[src/rtl/snake_pkg.sv]
// ============================================================================
// Module   : snake_pkg
// Purpose  : Shared encodings, grid defaults and direction helpers for the
//            snake game controller.
// Revision : 1.0 - initial release
// ============================================================================
`default_nettype none

package snake_pkg;

  typedef enum logic [1:0] {
    DIR_RIGHT = 2'b00,
    DIR_DOWN  = 2'b01,
    DIR_LEFT  = 2'b10,
    DIR_UP    = 2'b11
  } dir_t;

  typedef enum logic [1:0] {
    ST_IDLE = 2'b00,
    ST_PLAY = 2'b01,
    ST_DEAD = 2'b10
  } state_t;

  localparam int DEFAULT_GRID_W = 32;
  localparam int DEFAULT_GRID_H = 24;
  localparam int CELL_PX        = 20;

  // Opposite directions differ only in the upper encoding bit.
  function automatic logic is_reverse(input dir_t a, input dir_t b);
    return (a ^ b) == 2'b10;
  endfunction

endpackage

`default_nettype wire

[src/rtl/snake_game_ctrl_if.sv]
// ============================================================================
// Module   : snake_game_ctrl_if
// Purpose  : Player inputs and game-state outputs of the snake controller.
// Revision : 1.0 - initial release
// ============================================================================
`default_nettype none

interface snake_game_ctrl_if #(
  parameter int SCORE_W = 16
);
  logic [3:0]         KEY;
  logic               start;
  logic               move_clock;
  logic [4:0]         head_x;
  logic [4:0]         head_y;
  logic [1:0]         dir;
  logic               step;
  logic [1:0]         state;
  logic               game_over;
  logic [SCORE_W-1:0] score;

  modport master (
    input  KEY, start, move_clock,
    output head_x, head_y, dir, step, state, game_over, score
  );

  modport slave (
    output KEY, start, move_clock,
    input  head_x, head_y, dir, step, state, game_over, score
  );
endinterface

`default_nettype wire

[src/rtl/sync_edge.sv]
// ============================================================================
// Module   : sync_edge
// Purpose  : Two-flop synchronizer with registered rise/fall pulse outputs.
// Revision : 1.0 - initial release
// ============================================================================
`default_nettype none

module sync_edge #(
  parameter logic RST_VAL = 1'b0
) (
  input  wire logic clk,
  input  wire logic rst_n,
  input  wire logic i_async,
  output logic      o_level,
  output logic      o_rise,
  output logic      o_fall
);

  logic r_meta;
  logic r_sync;
  logic r_prev;
  logic r_rise;
  logic r_fall;

  always_ff @(posedge clk or negedge rst_n) begin
    if (!rst_n) begin
      r_meta <= RST_VAL;
      r_sync <= RST_VAL;
      r_prev <= RST_VAL;
      r_rise <= 1'b0;
      r_fall <= 1'b0;
    end else begin
      r_meta <= i_async;
      r_sync <= r_meta;
      r_prev <= r_sync;
      r_rise <= r_sync & ~r_prev;
      r_fall <= ~r_sync & r_prev;
    end
  end

  assign o_level = r_sync;
  assign o_rise  = r_rise;
  assign o_fall  = r_fall;

endmodule

`default_nettype wire

[src/rtl/snake_game_ctrl.sv]
// ============================================================================
// Module   : snake_game_ctrl
// Purpose  : Snake game sequencer: state machine, direction and head position.
//            Define SNAKE_WRAP_EN to wrap at the border instead of dying.
// Revision : 1.0 - initial release
// ============================================================================
`default_nettype none

module snake_game_ctrl
  import snake_pkg::*;
#(
  parameter int GRID_W  = DEFAULT_GRID_W,
  parameter int GRID_H  = DEFAULT_GRID_H,
  parameter int START_X = 16,
  parameter int START_Y = 12,
  parameter int SCORE_W = 16
) (
  input wire logic         VGA_CLK,
  input wire logic         reset,
  snake_game_ctrl_if.master bus
);

  localparam logic [4:0]         X_MAX     = 5'(GRID_W - 1);
  localparam logic [4:0]         Y_MAX     = 5'(GRID_H - 1);
  localparam logic [4:0]         X0        = 5'(START_X);
  localparam logic [4:0]         Y0        = 5'(START_Y);
  localparam logic [SCORE_W-1:0] SCORE_ONE = SCORE_W'(1);

  logic [3:0] w_key_level, w_key_rise, w_key_fall;
  logic       w_start_level, w_start_rise, w_start_fall;
  logic       w_move_level, w_tick, w_move_fall;

  for (genvar i = 0; i < 4; i++) begin : g_key_sync
    sync_edge #(.RST_VAL(1'b1)) u_key (
      .clk     (VGA_CLK),
      .rst_n   (reset),
      .i_async (bus.KEY[i]),
      .o_level (w_key_level[i]),
      .o_rise  (w_key_rise[i]),
      .o_fall  (w_key_fall[i])
    );
  end

  sync_edge #(.RST_VAL(1'b0)) u_start (
    .clk     (VGA_CLK),
    .rst_n   (reset),
    .i_async (bus.start),
    .o_level (w_start_level),
    .o_rise  (w_start_rise),
    .o_fall  (w_start_fall)
  );

  sync_edge #(.RST_VAL(1'b0)) u_move (
    .clk     (VGA_CLK),
    .rst_n   (reset),
    .i_async (bus.move_clock),
    .o_level (w_move_level),
    .o_rise  (w_tick),
    .o_fall  (w_move_fall)
  );

  // Synchronizer outputs this controller has no use for.
  logic w_unused_sync;
  assign w_unused_sync = ^{w_key_level, w_key_rise, w_start_rise, w_start_fall,
                           w_move_level, w_move_fall};

  state_t             r_state;
  dir_t               r_dir;
  dir_t               r_pend;
  logic               r_pend_vld;
  logic [4:0]         r_head_x;
  logic [4:0]         r_head_y;
  logic               r_step;
  logic               r_game_over;
  logic [SCORE_W-1:0] r_score;

  logic       w_press;
  dir_t       w_press_dir;
  dir_t       w_new_dir;
  logic [4:0] w_nx, w_ny;
  logic [4:0] w_dst_x, w_dst_y;
  logic       w_hit;

  always_comb begin
    w_press     = 1'b1;
    w_press_dir = DIR_RIGHT;
    if (w_key_fall[0])      w_press_dir = DIR_RIGHT;
    else if (w_key_fall[1]) w_press_dir = DIR_DOWN;
    else if (w_key_fall[2]) w_press_dir = DIR_LEFT;
    else if (w_key_fall[3]) w_press_dir = DIR_UP;
    else                    w_press     = 1'b0;
  end

  always_comb begin
    w_new_dir = r_pend_vld ? r_pend : r_dir;
    w_nx      = r_head_x;
    w_ny      = r_head_y;
    case (w_new_dir)
      DIR_RIGHT: w_nx = r_head_x + 5'd1;
      DIR_DOWN:  w_ny = r_head_y + 5'd1;
      DIR_LEFT:  w_nx = r_head_x - 5'd1;
      default:   w_ny = r_head_y - 5'd1;
    endcase
  end

`ifdef SNAKE_WRAP_EN
  always_comb begin
    w_dst_x = w_nx;
    w_dst_y = w_ny;
    w_hit   = 1'b0;
    if (w_nx == 5'd0)       w_dst_x = X_MAX - 5'd1;
    else if (w_nx == X_MAX) w_dst_x = 5'd1;
    if (w_ny == 5'd0)       w_dst_y = Y_MAX - 5'd1;
    else if (w_ny == Y_MAX) w_dst_y = 5'd1;
  end
`else
  assign w_dst_x = w_nx;
  assign w_dst_y = w_ny;
  assign w_hit   = (w_nx == 5'd0) || (w_nx == X_MAX) ||
                   (w_ny == 5'd0) || (w_ny == Y_MAX);
`endif

  always_ff @(posedge VGA_CLK or negedge reset) begin
    if (!reset) begin
      r_state     <= ST_IDLE;
      r_dir       <= DIR_RIGHT;
      r_pend      <= DIR_RIGHT;
      r_pend_vld  <= 1'b0;
      r_head_x    <= X0;
      r_head_y    <= Y0;
      r_step      <= 1'b0;
      r_game_over <= 1'b0;
      r_score     <= '0;
    end else begin
      r_step <= 1'b0;
      case (r_state)
        ST_IDLE: begin
          r_game_over <= 1'b0;
          if (w_start_level) begin
            r_state    <= ST_PLAY;
            r_head_x   <= X0;
            r_head_y   <= Y0;
            r_dir      <= DIR_RIGHT;
            r_pend     <= DIR_RIGHT;
            r_pend_vld <= 1'b0;
            r_score    <= '0;
          end
        end
        ST_PLAY: begin
          if (!w_start_level) begin
            r_state <= ST_IDLE;
          end else begin
            if (w_tick) begin
              r_dir      <= w_new_dir;
              r_pend_vld <= 1'b0;
              if (w_hit) begin
                r_state     <= ST_DEAD;
                r_game_over <= 1'b1;
              end else begin
                r_head_x <= w_dst_x;
                r_head_y <= w_dst_y;
                r_step   <= 1'b1;
                if (r_score != '1) r_score <= r_score + SCORE_ONE;
              end
            end
            // Placed after the tick so a same-cycle press survives for the next tick.
            if (w_press && !is_reverse(w_press_dir, r_dir)) begin
              r_pend     <= w_press_dir;
              r_pend_vld <= 1'b1;
            end
          end
        end
        ST_DEAD: begin
          if (!w_start_level) begin
            r_state     <= ST_IDLE;
            r_game_over <= 1'b0;
          end
        end
        default: r_state <= ST_IDLE;
      endcase
    end
  end

  assign bus.head_x    = r_head_x;
  assign bus.head_y    = r_head_y;
  assign bus.dir       = r_dir;
  assign bus.step      = r_step;
  assign bus.state     = r_state;
  assign bus.game_over = r_game_over;
  assign bus.score     = r_score;

endmodule

`default_nettype wire

[src/flat_wrapper.sv]
// flat-port wrapper written by rule: the top's interface ports become plain ports
module snake_game_ctrl_flat import snake_pkg::*;
#(
  parameter int GRID_W  = DEFAULT_GRID_W,
  parameter int GRID_H  = DEFAULT_GRID_H,
  parameter int START_X = 16,
  parameter int START_Y = 12,
  parameter int SCORE_W = 16
)
  (VGA_CLK, reset, bus_KEY, bus_start, bus_move_clock, bus_head_x, bus_head_y, bus_dir, bus_step, bus_state, bus_game_over, bus_score);
  snake_game_ctrl_if #(.SCORE_W(SCORE_W)) bus_i ();
  input wire logic VGA_CLK;
  input wire logic reset;
  input wire logic [$bits(bus_i.KEY)-1:0] bus_KEY;
  input wire logic [$bits(bus_i.start)-1:0] bus_start;
  input wire logic [$bits(bus_i.move_clock)-1:0] bus_move_clock;
  output wire logic [$bits(bus_i.head_x)-1:0] bus_head_x;
  output wire logic [$bits(bus_i.head_y)-1:0] bus_head_y;
  output wire logic [$bits(bus_i.dir)-1:0] bus_dir;
  output wire logic [$bits(bus_i.step)-1:0] bus_step;
  output wire logic [$bits(bus_i.state)-1:0] bus_state;
  output wire logic [$bits(bus_i.game_over)-1:0] bus_game_over;
  output wire logic [$bits(bus_i.score)-1:0] bus_score;
  assign bus_i.KEY = bus_KEY;
  assign bus_i.start = bus_start;
  assign bus_i.move_clock = bus_move_clock;
  assign bus_head_x = bus_i.head_x;
  assign bus_head_y = bus_i.head_y;
  assign bus_dir = bus_i.dir;
  assign bus_step = bus_i.step;
  assign bus_state = bus_i.state;
  assign bus_game_over = bus_i.game_over;
  assign bus_score = bus_i.score;
  snake_game_ctrl #(.GRID_W(GRID_W), .GRID_H(GRID_H), .START_X(START_X), .START_Y(START_Y), .SCORE_W(SCORE_W)) u_core (.VGA_CLK(VGA_CLK), .reset(reset), .bus(bus_i));
endmodule
[config.mk]
export PLATFORM = sky130hd
export DESIGN_NAME = snake_game_ctrl_flat
export DESIGN_NICKNAME = d
export VERILOG_FILES = /design/src/rtl/snake_pkg.sv /design/src/rtl/snake_game_ctrl_if.sv /design/src/rtl/sync_edge.sv /design/src/rtl/snake_game_ctrl.sv /design/src/flat_wrapper.sv
export SDC_FILE = /design/constraint.sdc
export NUM_CORES = 1
export LEC_CHECK = 0
export ABC_AREA = 1
export CAP_MARGIN = 5
export CORE_AREA = 3 3 77 79
export CTS_CLUSTER_DIAMETER = 150
export DETAILED_ROUTE_END_ITERATION = 10
export DIE_AREA = 0 0 80 82
export GPL_TIMING_DRIVEN = 0
export PLACE_DENSITY = 0.9
export SETUP_SLACK_MARGIN = 0.2
export SLEW_MARGIN = 20
export SYNTH_ARGS = -nofsm -noshare
export SYNTH_HDL_FRONTEND = slang
export SYNTH_SLANG_ARGS = --single-unit
[constraint.sdc]
create_clock -name VGA_CLK -period 6 [get_ports VGA_CLK]
set_clock_uncertainty 0.2 [all_clocks]
set_input_delay 1.8 -clock VGA_CLK [delete_from_list [all_inputs] [get_ports VGA_CLK]]
set_output_delay 1.8 -clock VGA_CLK [all_outputs]
set_load 0.02 [all_outputs]
# Word level (Yosys, flattened, before mapping)
# Index checks and enable logic that the tools add are counted.
[word_totals]
in_bits = 8
register_bits = 57
word_cells = 139
[classes]
n_bitwise = 11
eq_ne = 19
n_addsub = 5
reduce_logical = 19
n_mux = 54
[op_table]
columns = ["cell", "count"]
rows = [
  ["$mux W16", 5],
  ["$mux W5", 8],
  ["$pmux W5 S2", 4],
  ["$pmux W16 S2", 1],
  ["$mux W2", 15],
  ["$add A16 B1 Y16 const B", 1],
  ["$mux W1", 16],
  ["$ne A16 B16 Y1 const B", 1],
  ["$reduce_and A4 Y1", 4],
  ["$add A5 B1 Y5 const B", 2],
  ["$eq A5 B5 Y1 const B", 2],
  ["$logic_not A5 Y1", 2],
  ["$ne A2 B2 Y1 const B", 5],
  ["$reduce_and A5 Y1", 2],
  ["$sub A5 B1 Y5 const B", 2],
  ["$pmux W2 S2", 2],
  ["$eq A2 B2 Y1 const B", 3],
  ["$ne A2 B1 Y1 const B", 3],
  ["$ne A3 B2 Y1 const B", 2],
  ["$pmux W2 S3", 1],
  ["$reduce_and A6 Y1", 1],
  ["$and A1 B1 Y1", 5],
  ["$not A1 Y1", 5],
  ["$eq A2 B1 Y1 const B", 2],
  ["other kinds (11)", 14],
]

# Depth between registers and ports, before layout
[depth]
ltp_word = 11
depth_mapped = 23
depth_no_buf = 22

# Modules after synthesis
# Synthesis repeated with hierarchy kept, for this count alone.
[hier_totals]
hier_cells = 419
hier_area_um2 = 3435.8
[by_module_without_submodules]
columns = ["module", "cells_per_inst", "n_inst", "area_each_um2", "seq_area_each_um2"]
rows = [
  ["snake_game_ctrl", 365, 1, 2580.0, 879.6],
  ["sync_edge (u_core.g_key_sync[0].u_key ...)", 9, 4, 143.9, 128.9],
  ["sync_edge (u_core.u_move ...)", 9, 2, 140.1, 125.1],
]

# Worst setup path after synthesis
# OpenSTA, ideal clock, no wires.
[synth_timing]
path_type = "register -> register"
from = "reg u_core.r_dir[0], in the netlist u_core.bus.dir[0]"
to = "reg u_core.r_score[12], in the netlist u_core.bus.score[12]"
arrival_time_ps = 2637
stages_incl_launch_ff = 22
setup_time_ps = 118
required_ps = 5682
path_buffers = 2
path_slack_ps = 3046
path_cell_list = "dfrtp_1 -> inv_1 -> nand2_1 -> nand2_2 -> buf_6 -> nor2_2 -> inv_2 -> ha_1 -> a21oi_1 -> nor2_1 -> nor2_1 -> o21ai_0 -> a21o_1 -> nand2_1 -> nand2_1 -> nand3_1 -> nand3_2 -> nand2_4 -> nand2_4 -> buf_6 -> nand2_1 -> nand2_1"
[synth_between]
elab_chain_cells = 9
word_cells_on_any_way = 16
cone_classes = "eq/ne: 5; mux: 3; reduce/logical: 8"
[synth_lines]
columns = ["element", "line", "text"]
rows = [
  ["start, declared", "snake_game_ctrl.sv:68", "dir_t r_dir;"],
  ["start signal, assigned", "snake_game_ctrl.sv:154", "r_dir <= w_new_dir;"],
  ["$mux W2 *", "snake_game_ctrl.sv:95", "w_new_dir = r_pend_vld ? r_pend : r_dir;"],
  ["$eq A2 B2 Y1 or $logic_not A2 Y1 (tied branches)", "snake_game_ctrl.sv:98", "case (w_new_dir)"],
  ["$pmux W5 S2 or $reduce_or A2 Y1 (tied branches)", "--", ""],
  ["$eq A5 B5 Y1, or another cell as far along", "snake_game_ctrl.sv:119", "assign w_hit = (w_nx == 5'd0) || (w_nx == X_MAX) ||"],
  ["$logic_or A1 B1 Y1 or $logic_not A5 Y1 (tied branches)", "snake_game_ctrl.sv:119, snake_game_ctrl.sv:120", ""],
  ["$logic_or A1 B1 Y1", "snake_game_ctrl.sv:119", ""],
  ["$logic_or A1 B1 Y1 *", "snake_game_ctrl.sv:120", "(w_ny == 5'd0) || (w_ny == Y_MAX);"],
  ["$ne A2 B2 Y1 (no source line) *", "--", ""],
  ["$reduce_and A6 Y1 (no source line) *", "--", ""],
  ["end signal, assigned", "snake_game_ctrl.sv:163", "if (r_score != '1) r_score <= r_score + SCORE_ONE;"],
  ["end, declared", "snake_game_ctrl.sv:75", "logic [SCORE_W-1:0] r_score;"],
]
# Mark *: on every way between the ends. The rest lies on a longest branch, timed or not.
# A chain may end at the register's enable or synchronous reset.

# Final worst setup path
[layout_timing]
from = "reg u_core.r_head_y[2], in the netlist u_core.bus.head_y[2]"
to = "out bus_head_y[2]"
[layout_lines]
columns = ["element", "line", "text"]
rows = [
  ["start, declared", "snake_game_ctrl.sv:72", "logic [4:0] r_head_y;"],
  ["start signal, assigned", "snake_game_ctrl.sv:161", "r_head_y <= w_dst_y;"],
  ["end, declared", "flat_wrapper.sv:18", "output wire logic [$bits(bus_i.head_y)-1:0] bus_head_y;"],
]
# No word-level cell between the ends.

==> results.json <==
{
  "yosysSeqAreaShare": 0.466,
  "fmax_mhz": 284,
  "holdBufCountCts": 0,
  "reg2reg_from": "u_core.bus.dir[1]",
  "synth_edf_count": 0,
  "crit_chain": "clkdlybuf4s50_1",
  "setup_viol": 0,
  "worst_ep_arrival_time_ns": 1.52,
  "vias": 2803,
  "cpMaxStageDelayCell": "clkdlybuf4s50_1",
  "fin_setup_tns_ns": 0,
  "period_share": 0.587,
  "cts_htree_levels": 3,
  "cap_violations": 0,
  "synth_top_flop_cell": "dfrtp_1",
  "yosys.area.top_type_share": 0.339,
  "n_antenna_cell": 0,
  "drtIter0Drc": 235,
  "drive_gt1_frac": 0.131,
  "fillers": 420,
  "initial_utilization": 0.574,
  "area_growth_syn_to_layout_pct": 21.5,
  "route.detailed.wl_per_inst_um": 13.2,
  "overflow": 0,
  "worst-r2r-setup-slack_ns": 2.71,
  "min_period_ns": 3.52,
  "async_reset_ff_frac": 1.00,
  "hold_end": "u_core.g_key_sync[0].u_key.o_level",
  "yosysMostFrequentCell": "nand2_1",
  "worstSkewPairLatency_ns": 0.33,
  "postLayoutCoreUtil": 0.697,
  "synth_common_cells": "nand2_1 (113), nand3_1 (48), nor2_1 (43)",
  "synth.net_count": 409,
  "via_per_inst": 5.37,
  "antenna_found_initial": 0,
  "grt_pass1_wl_um": 11700,
  "synth.avg_cell_area_um2": 7.86,
  "grt_pass1_vias": 2674,
  "dp_hpwl_um": 4790,
  "fp.dieW_um": 80,
  "numCtsBuffers": 9,
  "core_um2": 5410,
  "numClockSinks": 57,
  "rsz0062_at_grt": "no",
  "worstSetupPathType": "reg -> out",
  "drv_slew": 0,
  "hold_viol_final": 0,
  "r2r-end": "u_core.bus.score[14]",
  "p_leak_nw": 1.84,
  "yosysWarnings": 0,
  "fin_nets": 459,
  "crit_path_max_incr_delay_ns": 0.61,
  "peakVddDrop_v": 0.000346,
  "crit_family": "buffers and inverters",
  "r2r_cells": 19,
  "path_buf_inv": 1,
  "synth_area_um2": 3100,
  "gp_congestion": 0.884,
  "tightest_slew_ns": 0.689,
  "cts_buffer_depth": 2,
  "cts_root_buf": "clkbuf_8",
  "hp-class": "reg -> reg",
  "cp.required_ns": 4.00,
  "die-area_um2": 6560,
  "die_h_um": 82,
  "ys_seq_elements": 57,
  "critPathLaunchType": "flip-flop",
  "ys_types": 37,
  "cp-end-kind": "output pin",
  "yosys-top-cells-area": "dfrtp_1 (34%), nand2_1 (14%), dfstp_2 (13%)",
  "syn_inst": 395,
  "synth.largest_area_cell": "dfrtp_1",
  "cts_tree": "built",
  "postCtsSetupRepairBufs": 0,
  "finalPower_mw": 2.09,
  "worstPathMaxFanout": 4,
  "cts.repair.resized": 0,
  "drtAntennaViolNets": 0,
  "max-slew-margin-rel": 0.540,
  "drc": 0,
  "status": "finished clean",
  "power_density_nw_per_um2": 556,
  "path_clk_slew_ns": 0.06,
  "io_buffers": 39,
  "routed_wl_um": 6880,
  "rows": 27,
  "hp-start": "u_core.g_key_sync[0].u_key.r_meta",
  "grt_max_degree": 58,
  "track_usage": 0.232,
  "io_pins": 40,
  "first_pass_iters": 5,
  "hold-path-cell-count": 0
}
[routing by layer]
metal	vias to the layer above	GRT usage	wire (um)	part of all wire
met3	15	0.0636	377	0.055
met1	1328	0.284	2960	0.43
met4	0	0.0726	91	0.013
li1	1358	-	-	-
met5	-	0	0	0
met2	102	0.399	3450	0.50
[flip-flops by register name, indices dropped and copies added (netlist names)]
| register | cells |
|---|---|
| u_core.bus.step | 1 |
| u_core.u_move.o_level | 1 |
| u_core.bus.dir | 2 |
| u_core.g_key_sync.u_key.r_prev | 4 |
| u_core.bus.head_x | 5 |
| u_core.bus.state | 2 |
| u_core.u_move.r_prev | 1 |
| u_core.g_key_sync.u_key.o_fall | 4 |
| u_core.bus.game_over | 1 |
| u_core.u_start.o_level | 1 |
| u_core.bus.head_y | 5 |
| u_core.u_start.r_meta | 1 |
| u_core.r_pend_vld | 1 |
| u_core.g_key_sync.u_key.o_level | 4 |
| u_core.r_pend | 2 |
| u_core.bus.score | 16 |
| u_core.u_move.r_meta | 1 |
| u_core.u_move.o_rise | 1 |
| u_core.g_key_sync.u_key.r_meta | 4 |
[placed cells by master, fill, tap and decap left out, types with 2 or more instances in the layout]
cell type        netlist  layout
clkinv_2               0       2
nand2_2                4       4
inv_1                 42      42
nor2_1                43      43
xor2_1                 8       8
a21oi_1               10      10
nand2_1              113     113
dfrtp_1               42      42
o21ai_0               14      14
o21ai_1                2       2
ha_1                   5       5
buf_6                  3       3
buf_4                  2       3
nand4_1                3       3
nand3_1               48      48
nand3_2                5       5
clkdlybuf4s50_1        0      38
dfstp_2               15      15
inv_2                  4       4
clkbuf_8               0       9
nand2_4                3       3
clkbuf_1               4       6
xnor2_1                3       3
nor3_1                 3       3
nor2_2                 4       4
[cell families (layout without fill, tap and decap cells)]
kind of cell / count (synthesis) / count (layout) / synth area share
AOI/OAI and AO/OA: 35 / 35 / 0.0669
xor gates and xnor gates: 11 / 11 / 0.0311
adders and majority gates: 6 / 6 / 0.0266
buffers and inverters: 57 / 112 / 0.0786
DFF: 57 / 57 / 0.466
muxes: 2 / 2 / 0.00766
and+or+nand+nor: 227 / 227 / 0.323
[layout make-up]
class                   instances  area (um^2)  share of cell area
inverters                      47          176              0.0468
clock buffers                  11          131              0.0349
repair buffers                 39          388               0.103
plain buffers                  10         67.6              0.0179
flip-flops and latches         57         1450               0.383
clock inverters                 5         56.3              0.0149
well taps                      72         90.1              0.0239
multi-input cells             281         1410               0.375
[metrics by stage]
step,hold WS [ns],instance area (um^2),instances,worst slack [ns]
CTS,0.156,3770,522,2.47
floorplan,0.131,3100,395,3.05
finish,0.156,3770,522,2.48
detailed placement,0.138,3580,506,2.75
global route,0.163,3770,522,2.42
global placement,0.133,3580,506,1.27
[report_power, final]
part	switching, mW	leakage (nW)	internal (mW)
registers	0.0745	0.713	0.465
clock network	0.152	0.0933	0.191
logic	0.774	1.03	0.436
total	1.00	1.84	1.09
[how the worst max path moves through the flow]
stage                     slack [ns]                    to  cells past startpoint            startpoint
after floorplan                 3.05  u_core.bus.score[12]                     21     u_core.bus.dir[0]
final                           2.48         bus_head_y[2]                      1  u_core.bus.head_y[2]
after detailed placement        2.75   u_core.bus.score[4]                     19     u_core.bus.dir[1]
after global placement          1.27  u_core.bus.head_x[1]                      1                 reset
after CTS                       2.47         bus_head_x[4]                      1  u_core.bus.head_x[4]
after global routing            2.42  u_core.bus.score[12]                     21     u_core.bus.dir[0]
Power figures use the tool's default switching activity.
